--- src/rtl/taptempo_pkg.sv ---
// Shared tap-tempo definitions, used by tap_period and by per2bpm so that both
// sides agree on the width of the measured period.
//   MIN_NS_DEF  : nanoseconds per minute (default for MIN_NS)
//   per_max()   : largest period in ticks, MIN_NS / TP_CYCLE
//   per_size()  : bits needed to hold 0..per_max()
//   tap_state_e : tap measurement FSM states
package taptempo_pkg;

  localparam longint unsigned MIN_NS_DEF = 64'd60_000_000_000;

  typedef enum logic [0:0] {StIdle, StCount} tap_state_e;

  function automatic int unsigned per_max(input longint unsigned tp_cycle,
                                          input longint unsigned min_ns = MIN_NS_DEF);
    longint unsigned q;
    q = min_ns / tp_cycle;
    return q[31:0];
  endfunction

  function automatic int unsigned per_size(input longint unsigned tp_cycle,
                                           input longint unsigned min_ns = MIN_NS_DEF);
    return $clog2(64'(per_max(tp_cycle, min_ns)) + 64'd1);
  endfunction

endpackage

--- src/rtl/tap_period_if.sv ---
// Button-in / period-out bundle of tap_period.
//   btn_i         : debounced button level, 1 = pressed
//   btn_per_o     : measured tap period in ticks
//   btn_per_valid : 1-cycle strobe qualifying btn_per_o
//   armed_o       : high while a measurement is in progress
// Modports: master = button side / consumer, slave = tap_period.
interface tap_period_if
  import taptempo_pkg::*;
#(
  parameter int unsigned BTN_PER_SIZE = per_size(64'd5120, MIN_NS_DEF)
);
  logic                    btn_i;
  logic [BTN_PER_SIZE-1:0] btn_per_o;
  logic                    btn_per_valid;
  logic                    armed_o;

  modport master (output btn_i, input btn_per_o, input btn_per_valid, input armed_o);
  modport slave  (input btn_i, output btn_per_o, output btn_per_valid, output armed_o);
endinterface

--- src/rtl/timepulse.sv ---
// Clock prescaler: counts 0..TP_DIV-1 and flags the last count as a tick.
//   clk_i  : clock
//   rst_ni : asynchronous reset, active low
//   clr_i  : restart the count at 0 (phase alignment)
//   tick_o : high for one cycle every TP_DIV cycles
module timepulse #(
  parameter int unsigned TP_DIV = 128
) (
  input  logic clk_i,
  input  logic rst_ni,
  input  logic clr_i,
  output logic tick_o
);
  localparam int unsigned CW = (TP_DIV > 1) ? $clog2(TP_DIV) : 1;
  localparam logic [CW-1:0] LAST = CW'(TP_DIV - 1);

  logic [CW-1:0] r_cnt;

  always_ff @(posedge clk_i or negedge rst_ni) begin
    if (!rst_ni) begin
      r_cnt <= '0;
    end else if (clr_i || (r_cnt == LAST)) begin
      r_cnt <= '0;
    end else begin
      r_cnt <= r_cnt + CW'(1);
    end
  end

  assign tick_o = (r_cnt == LAST);
endmodule

--- src/rtl/tap_period.sv ---
// Measures the interval between consecutive taps of the tempo button in
// timepulse ticks (TP_CYCLE ns each) and strobes it out for one cycle.
//   clk_i  : system clock (CLK_PER_NS period)
//   rst_ni : asynchronous reset, active low
//   bus    : tap_period_if.slave (btn_i in; btn_per_o, btn_per_valid, armed_o out)
// Optional build macro TAP_AVG4_EN: output the floor mean of the last four
// periods instead of the raw period, with one extra cycle of latency.
module tap_period
  import taptempo_pkg::*;
#(
  parameter int unsigned     CLK_PER_NS = 40,
  parameter int unsigned     TP_CYCLE   = 5120,
  parameter longint unsigned MIN_NS     = MIN_NS_DEF
) (
  input  logic         clk_i,
  input  logic         rst_ni,
  tap_period_if.slave  bus
);
  localparam int unsigned TP_DIV       = TP_CYCLE / CLK_PER_NS;
  localparam int unsigned BTN_PER_MAX  = per_max(64'(TP_CYCLE), MIN_NS);
  localparam int unsigned BTN_PER_SIZE = per_size(64'(TP_CYCLE), MIN_NS);
  localparam logic [BTN_PER_SIZE-1:0] MAX_V = BTN_PER_SIZE'(BTN_PER_MAX);

  tap_state_e              r_state, w_state_d;
  logic                    r_btn;
  logic [BTN_PER_SIZE-1:0] r_ticks, w_ticks_d;
  logic                    w_tap, w_tick, w_meas;
  logic [BTN_PER_SIZE-1:0] w_per;
  logic                    r_valid;

  assign w_tap = bus.btn_i & ~r_btn;

  // Prescaler restarts on every tap so each period starts at tick phase 0.
  timepulse #(
    .TP_DIV(TP_DIV)
  ) u_timepulse (
    .clk_i (clk_i),
    .rst_ni(rst_ni),
    .clr_i (w_tap),
    .tick_o(w_tick)
  );

  always_comb begin
    w_state_d = r_state;
    w_ticks_d = r_ticks;
    w_meas    = 1'b0;
    case (r_state)
      StIdle: begin
        if (w_tap) begin
          w_state_d = StCount;
          w_ticks_d = '0;
        end
      end
      StCount: begin
        // A tap beats a coincident tick or timeout.
        if (w_tap) begin
          w_meas    = 1'b1;
          w_ticks_d = '0;
        end else if (w_tick) begin
          if (r_ticks == MAX_V) begin
            w_state_d = StIdle;
          end else begin
            w_ticks_d = r_ticks + 1'b1;
          end
        end
      end
      default: w_state_d = StIdle;
    endcase
  end

  always_ff @(posedge clk_i or negedge rst_ni) begin
    if (!rst_ni) begin
      r_state <= StIdle;
      r_btn   <= 1'b0;
      r_ticks <= '0;
    end else begin
      r_state <= w_state_d;
      r_btn   <= bus.btn_i;
      r_ticks <= w_ticks_d;
    end
  end

`ifdef TAP_AVG4_EN
  localparam int unsigned SW = BTN_PER_SIZE + 2;

  logic [BTN_PER_SIZE-1:0] r_hist [4];
  logic                    r_first;
  logic                    r_hvld;
  logic [SW-1:0]           r_sum;
  logic [SW-1:0]           w_sum;
  logic                    w_timeout;

  assign w_timeout = (r_state == StCount) && (w_state_d == StIdle);
  assign w_sum = SW'(r_hist[0]) + SW'(r_hist[1]) + SW'(r_hist[2]) + SW'(r_hist[3]);

  always_ff @(posedge clk_i or negedge rst_ni) begin
    if (!rst_ni) begin
      for (int i = 0; i < 4; i++) r_hist[i] <= '0;
      r_first <= 1'b0;
      r_hvld  <= 1'b0;
      r_sum   <= '0;
      r_valid <= 1'b0;
    end else begin
      r_hvld  <= w_meas;
      r_valid <= r_hvld;
      if ((r_state == StIdle) && w_tap) begin
        r_first <= 1'b1;
      end else if (w_meas) begin
        r_first <= 1'b0;
      end
      if (w_meas) begin
        // First period of a run seeds every slot so the mean equals it.
        if (r_first) begin
          for (int i = 0; i < 4; i++) r_hist[i] <= r_ticks;
        end else begin
          r_hist[0] <= r_ticks;
          r_hist[1] <= r_hist[0];
          r_hist[2] <= r_hist[1];
          r_hist[3] <= r_hist[2];
        end
      end else if (w_timeout) begin
        for (int i = 0; i < 4; i++) r_hist[i] <= '0;
      end
      if (r_hvld) begin
        r_sum <= w_sum;
      end
    end
  end

  assign w_per = r_sum[SW-1:2];
`else
  logic [BTN_PER_SIZE-1:0] r_per;

  always_ff @(posedge clk_i or negedge rst_ni) begin
    if (!rst_ni) begin
      r_per   <= '0;
      r_valid <= 1'b0;
    end else begin
      r_valid <= w_meas;
      if (w_meas) begin
        r_per <= r_ticks;
      end
    end
  end

  assign w_per = r_per;
`endif

  assign bus.btn_per_o     = w_per;
  assign bus.btn_per_valid = r_valid;
  assign bus.armed_o       = (r_state == StCount);
endmodule
--- src/flat_wrapper.sv ---
// flat-port wrapper written by rule: the top's interface ports become plain ports
module tap_period_flat import taptempo_pkg::*;
#(
  parameter int unsigned     CLK_PER_NS = 40,
  parameter int unsigned     TP_CYCLE   = 5120,
  parameter longint unsigned MIN_NS     = MIN_NS_DEF
)
  (clk_i, rst_ni, bus_btn_i, bus_btn_per_o, bus_btn_per_valid, bus_armed_o);
  tap_period_if bus_i ();
  input  logic clk_i;
  input  logic rst_ni;
  input wire logic [$bits(bus_i.btn_i)-1:0] bus_btn_i;
  output wire logic [$bits(bus_i.btn_per_o)-1:0] bus_btn_per_o;
  output wire logic [$bits(bus_i.btn_per_valid)-1:0] bus_btn_per_valid;
  output wire logic [$bits(bus_i.armed_o)-1:0] bus_armed_o;
  assign bus_i.btn_i = bus_btn_i;
  assign bus_btn_per_o = bus_i.btn_per_o;
  assign bus_btn_per_valid = bus_i.btn_per_valid;
  assign bus_armed_o = bus_i.armed_o;
  tap_period #(.CLK_PER_NS(CLK_PER_NS), .TP_CYCLE(TP_CYCLE), .MIN_NS(MIN_NS)) u_core (.clk_i(clk_i), .rst_ni(rst_ni), .bus(bus_i));
endmodule
--- config.mk ---
export PLATFORM = sky130hd
export DESIGN_NAME = tap_period_flat
export DESIGN_NICKNAME = d
export VERILOG_FILES = /design/src/rtl/taptempo_pkg.sv /design/src/rtl/tap_period_if.sv /design/src/rtl/timepulse.sv /design/src/rtl/tap_period.sv /design/src/flat_wrapper.sv
export SDC_FILE = /design/constraint.sdc
export NUM_CORES = 1
export LEC_CHECK = 0
export BUFFER_PORTS_ARGS = -buffer_cell sky130_fd_sc_hd__buf_2
export CAP_MARGIN = 20
export CORE_UTILIZATION = 51
export DETAILED_ROUTE_END_ITERATION = 10
export GPL_ROUTABILITY_DRIVEN = 0
export PLACE_DENSITY = 0.7
export SLEW_MARGIN = 20
export SYNTH_ARGS = -nofsm -noshare
export SYNTH_HDL_FRONTEND = slang
export SYNTH_SLANG_ARGS = --single-unit
--- constraint.sdc ---
create_clock -name clk_i -period 2.6 [get_ports clk_i]
set_clock_uncertainty 0.1 [all_clocks]
set_input_delay 0.39 -clock clk_i [delete_from_list [all_inputs] [get_ports clk_i]]
set_output_delay 0.39 -clock clk_i [all_outputs]
set_load 0.005 [all_outputs]
==> metrics.txt <==
outcome completed; critical path arrival 2.55 ns; worst-path maximum fanout 7; WHS ~0.05 ns; ANT cells 0; Core Rows 26; crit path kind reg -> reg; Initial Util 0.538; top_reg_cell synth dfrtp_1; Max stage delay on crit path about 0.58 ns; crit path capture type register; Setup WS pre-CTS 0.239 ns; wire per inst around 16 um; Die Footprint approximately 5800 um2; CTS Hold Bufs 0; Reg clk slew, reported paths ~0.060 ns; number of library cell types mapped by synthesis 41; final core utilization 0.619; GRT Residual Overflow 0; ANT nets after route 0; die height between 70 and 80 um; yosys warns 0; Fin. Hold Viols 0; Via density 5.67; core area 5170 um2; layout cells sized above 1 0.244; Req. time, crit path 2.77 ns; TNS Setup 0 ns; antenna violations before repair 0; Max clock buf depth 2; clk_lat worst skew about 0.34 ns; cell count after synthesis between 200 and 300; largest net degree at the start of global routing 39; post-synthesis net count about 280; routed wire length 5970 um; Initial DRC Count 159; first-pass GRT wire length around 9700 um; Post-synth ARST share 1.00; Hold Path Class in -> async; Post-CTS Setup Inserts 0; Slowest-stage cell, CP or4_1; WP buf/inv 0; Max Slew Vio Count 0; 1st-pass router iterations 4; max frequency ~420 MHz; fin crit share 0.916; #FFs+latches synth 58; P_leak ~1.5 nW; Final setup viols 0; die width ~76 um; Worst Tran Pin Value 0.823 ns; Max-slew headroom 0.451; maxcap violations 0; Post-Syn Area per Cell 10.3 um2; worst path cell trace ha_1 > nand4_1 > or4_1 > or3b_1 > or3_1 > a21oi_1; vias in the first global route 2,023; Post-CTS Resized 0; DR vias approximately 2,200; total CTS buffers 9; commonest non-fill, non-tap cell in the layout dfrtp_1; RSZ-0062 raised after global routing false; register area share after synthesis 0.522; I/O Pins 29; Critical Path Start Type register; Nets between 300 and 400; CTS tree done; Post-synth EDFFs 0; Max IR drop VDD roughly 0.37 mV; post-route minimum period about 2.4 ns; most frequent cells in the layout dfrtp_1, buf_2, nand2_1, nor2_1; HPWL Detailed approximately 4300 um; Power Dens Cells roughly 570 nW/um2; Tot GR Track Use 0.233; Clock Sinks 58; drc violations 0; final worst slack 0.218 ns; Crit path max-delay family simple AND/OR/NAND/NOR gates; Mapped Area between 2000 and 3000 um2; IO Port Bufs 28; H-tree Lvls 3; Area Overhead vs Synth 15.0%; Clock Tree Root clkbuf_8
cell type report:
cell class / instances / area, um2
timing repair buffer: 40 / 230
fill: 441 / 1970
multi-input combinational: 191 / 1240
clock inverter: 3 / 15.0
clock buffer: 13 / 149
tap: 70 / 87.6
sequential: 58 / 1450
inverter: 7 / 26.3
logic make-up (layout without fill, tap and decap cells):
family,count (synthesis),after routing,share of synthesized area
compound gates,36,36,0.0783
xor+xnor,11,11,0.0346
fa+ha+maj,3,3,0.0135
buf+inv,21,63,0.0324
flops,58,58,0.522
mux,21,21,0.0841
simple gates,120,120,0.235
registers in the layout, summed over array words and instances (netlist names):
| signal | flops |
|---|---|
| u_core.u_timepulse.r_cnt | 7 |
| u_core.r_btn | 1 |
| u_core.r_ticks | 24 |
| u_core.bus.armed_o | 1 |
| u_core.bus.btn_per_valid | 1 |
| u_core.bus.btn_per_o | 24 |
path summary, 6_finish.rpt:
path,slack (ns),depth (start not counted),from,end
worst min-delay path,0.05,1,rst_ni,u_core.r_ticks[12]
worst max register to register,0.22,6,u_core.r_ticks[1],u_core.r_ticks[20]
max in group asynchronous,1.66,2,rst_ni,u_core.r_ticks[2]
min in group clk_i,0.08,1,bus_btn_i,u_core.r_btn
worst min register to register,0.37,1,u_core.u_timepulse.r_cnt[0],u_core.u_timepulse.r_cnt[0]
worst max-delay path,0.22,6,u_core.r_ticks[1],u_core.r_ticks[20]
cells in the mapped netlist (all sizes together), types with 2 or more instances:
cell | number | share of area
a21oi | 10 | 0.018
inv | 7 | 0.0094
a31oi | 2 | 0.0045
mux2 | 19 | 0.077
nor3 | 3 | 0.0054
buf | 6 | 0.012
nand2b | 2 | 0.0045
o31ai | 4 | 0.011
and3 | 2 | 0.0045
and2 | 2 | 0.0045
nand4 | 13 | 0.031
or3 | 9 | 0.021
xor2 | 5 | 0.016
nand3 | 19 | 0.034
and4 | 2 | 0.0063
dfrtp | 58 | 0.52
nor4 | 6 | 0.013
or4 | 7 | 0.019
nor2 | 20 | 0.027
nor4b | 5 | 0.018
xnor2 | 6 | 0.019
o21ai | 14 | 0.025
nand2 | 26 | 0.035
mux2i | 2 | 0.0072
ha | 3 | 0.013
clkbuf | 8 | 0.011
layer usage:
metal,track usage,vias up,share of wire
met1,0.305,1028,0.46
met3,0.0582,9,0.048
li1,-,1061,-
met5,0,-,0
met4,0.0782,0,0.013
met2,0.380,69,0.48
power breakdown:
| group | leakage (nW) | total, W | switching, W | internal (W) |
|---|---|---|---|---|
| logic | 0.613 | 0.000138 | 0.0000831 | 0.0000548 |
| clock network | 0.0872 | 0.000709 | 0.000341 | 0.000367 |
| registers | 0.787 | 0.000975 | 0.0000336 | 0.000941 |
| total | 1.49 | 0.00182 | 0.000458 | 0.00136 |
through the flow:
step	instance area, um2	std cells	total power (W)
2_1_floorplan	2780	270	0.00107
3_3_place_gp	3040	366	0.00113
3_5_place_dp	3040	366	0.00113
4_1_cts	3200	382	0.00184
5_1_grt	3200	382	0.00190
6_report	3200	382	0.00182
(Power assumes the default switching activity.)
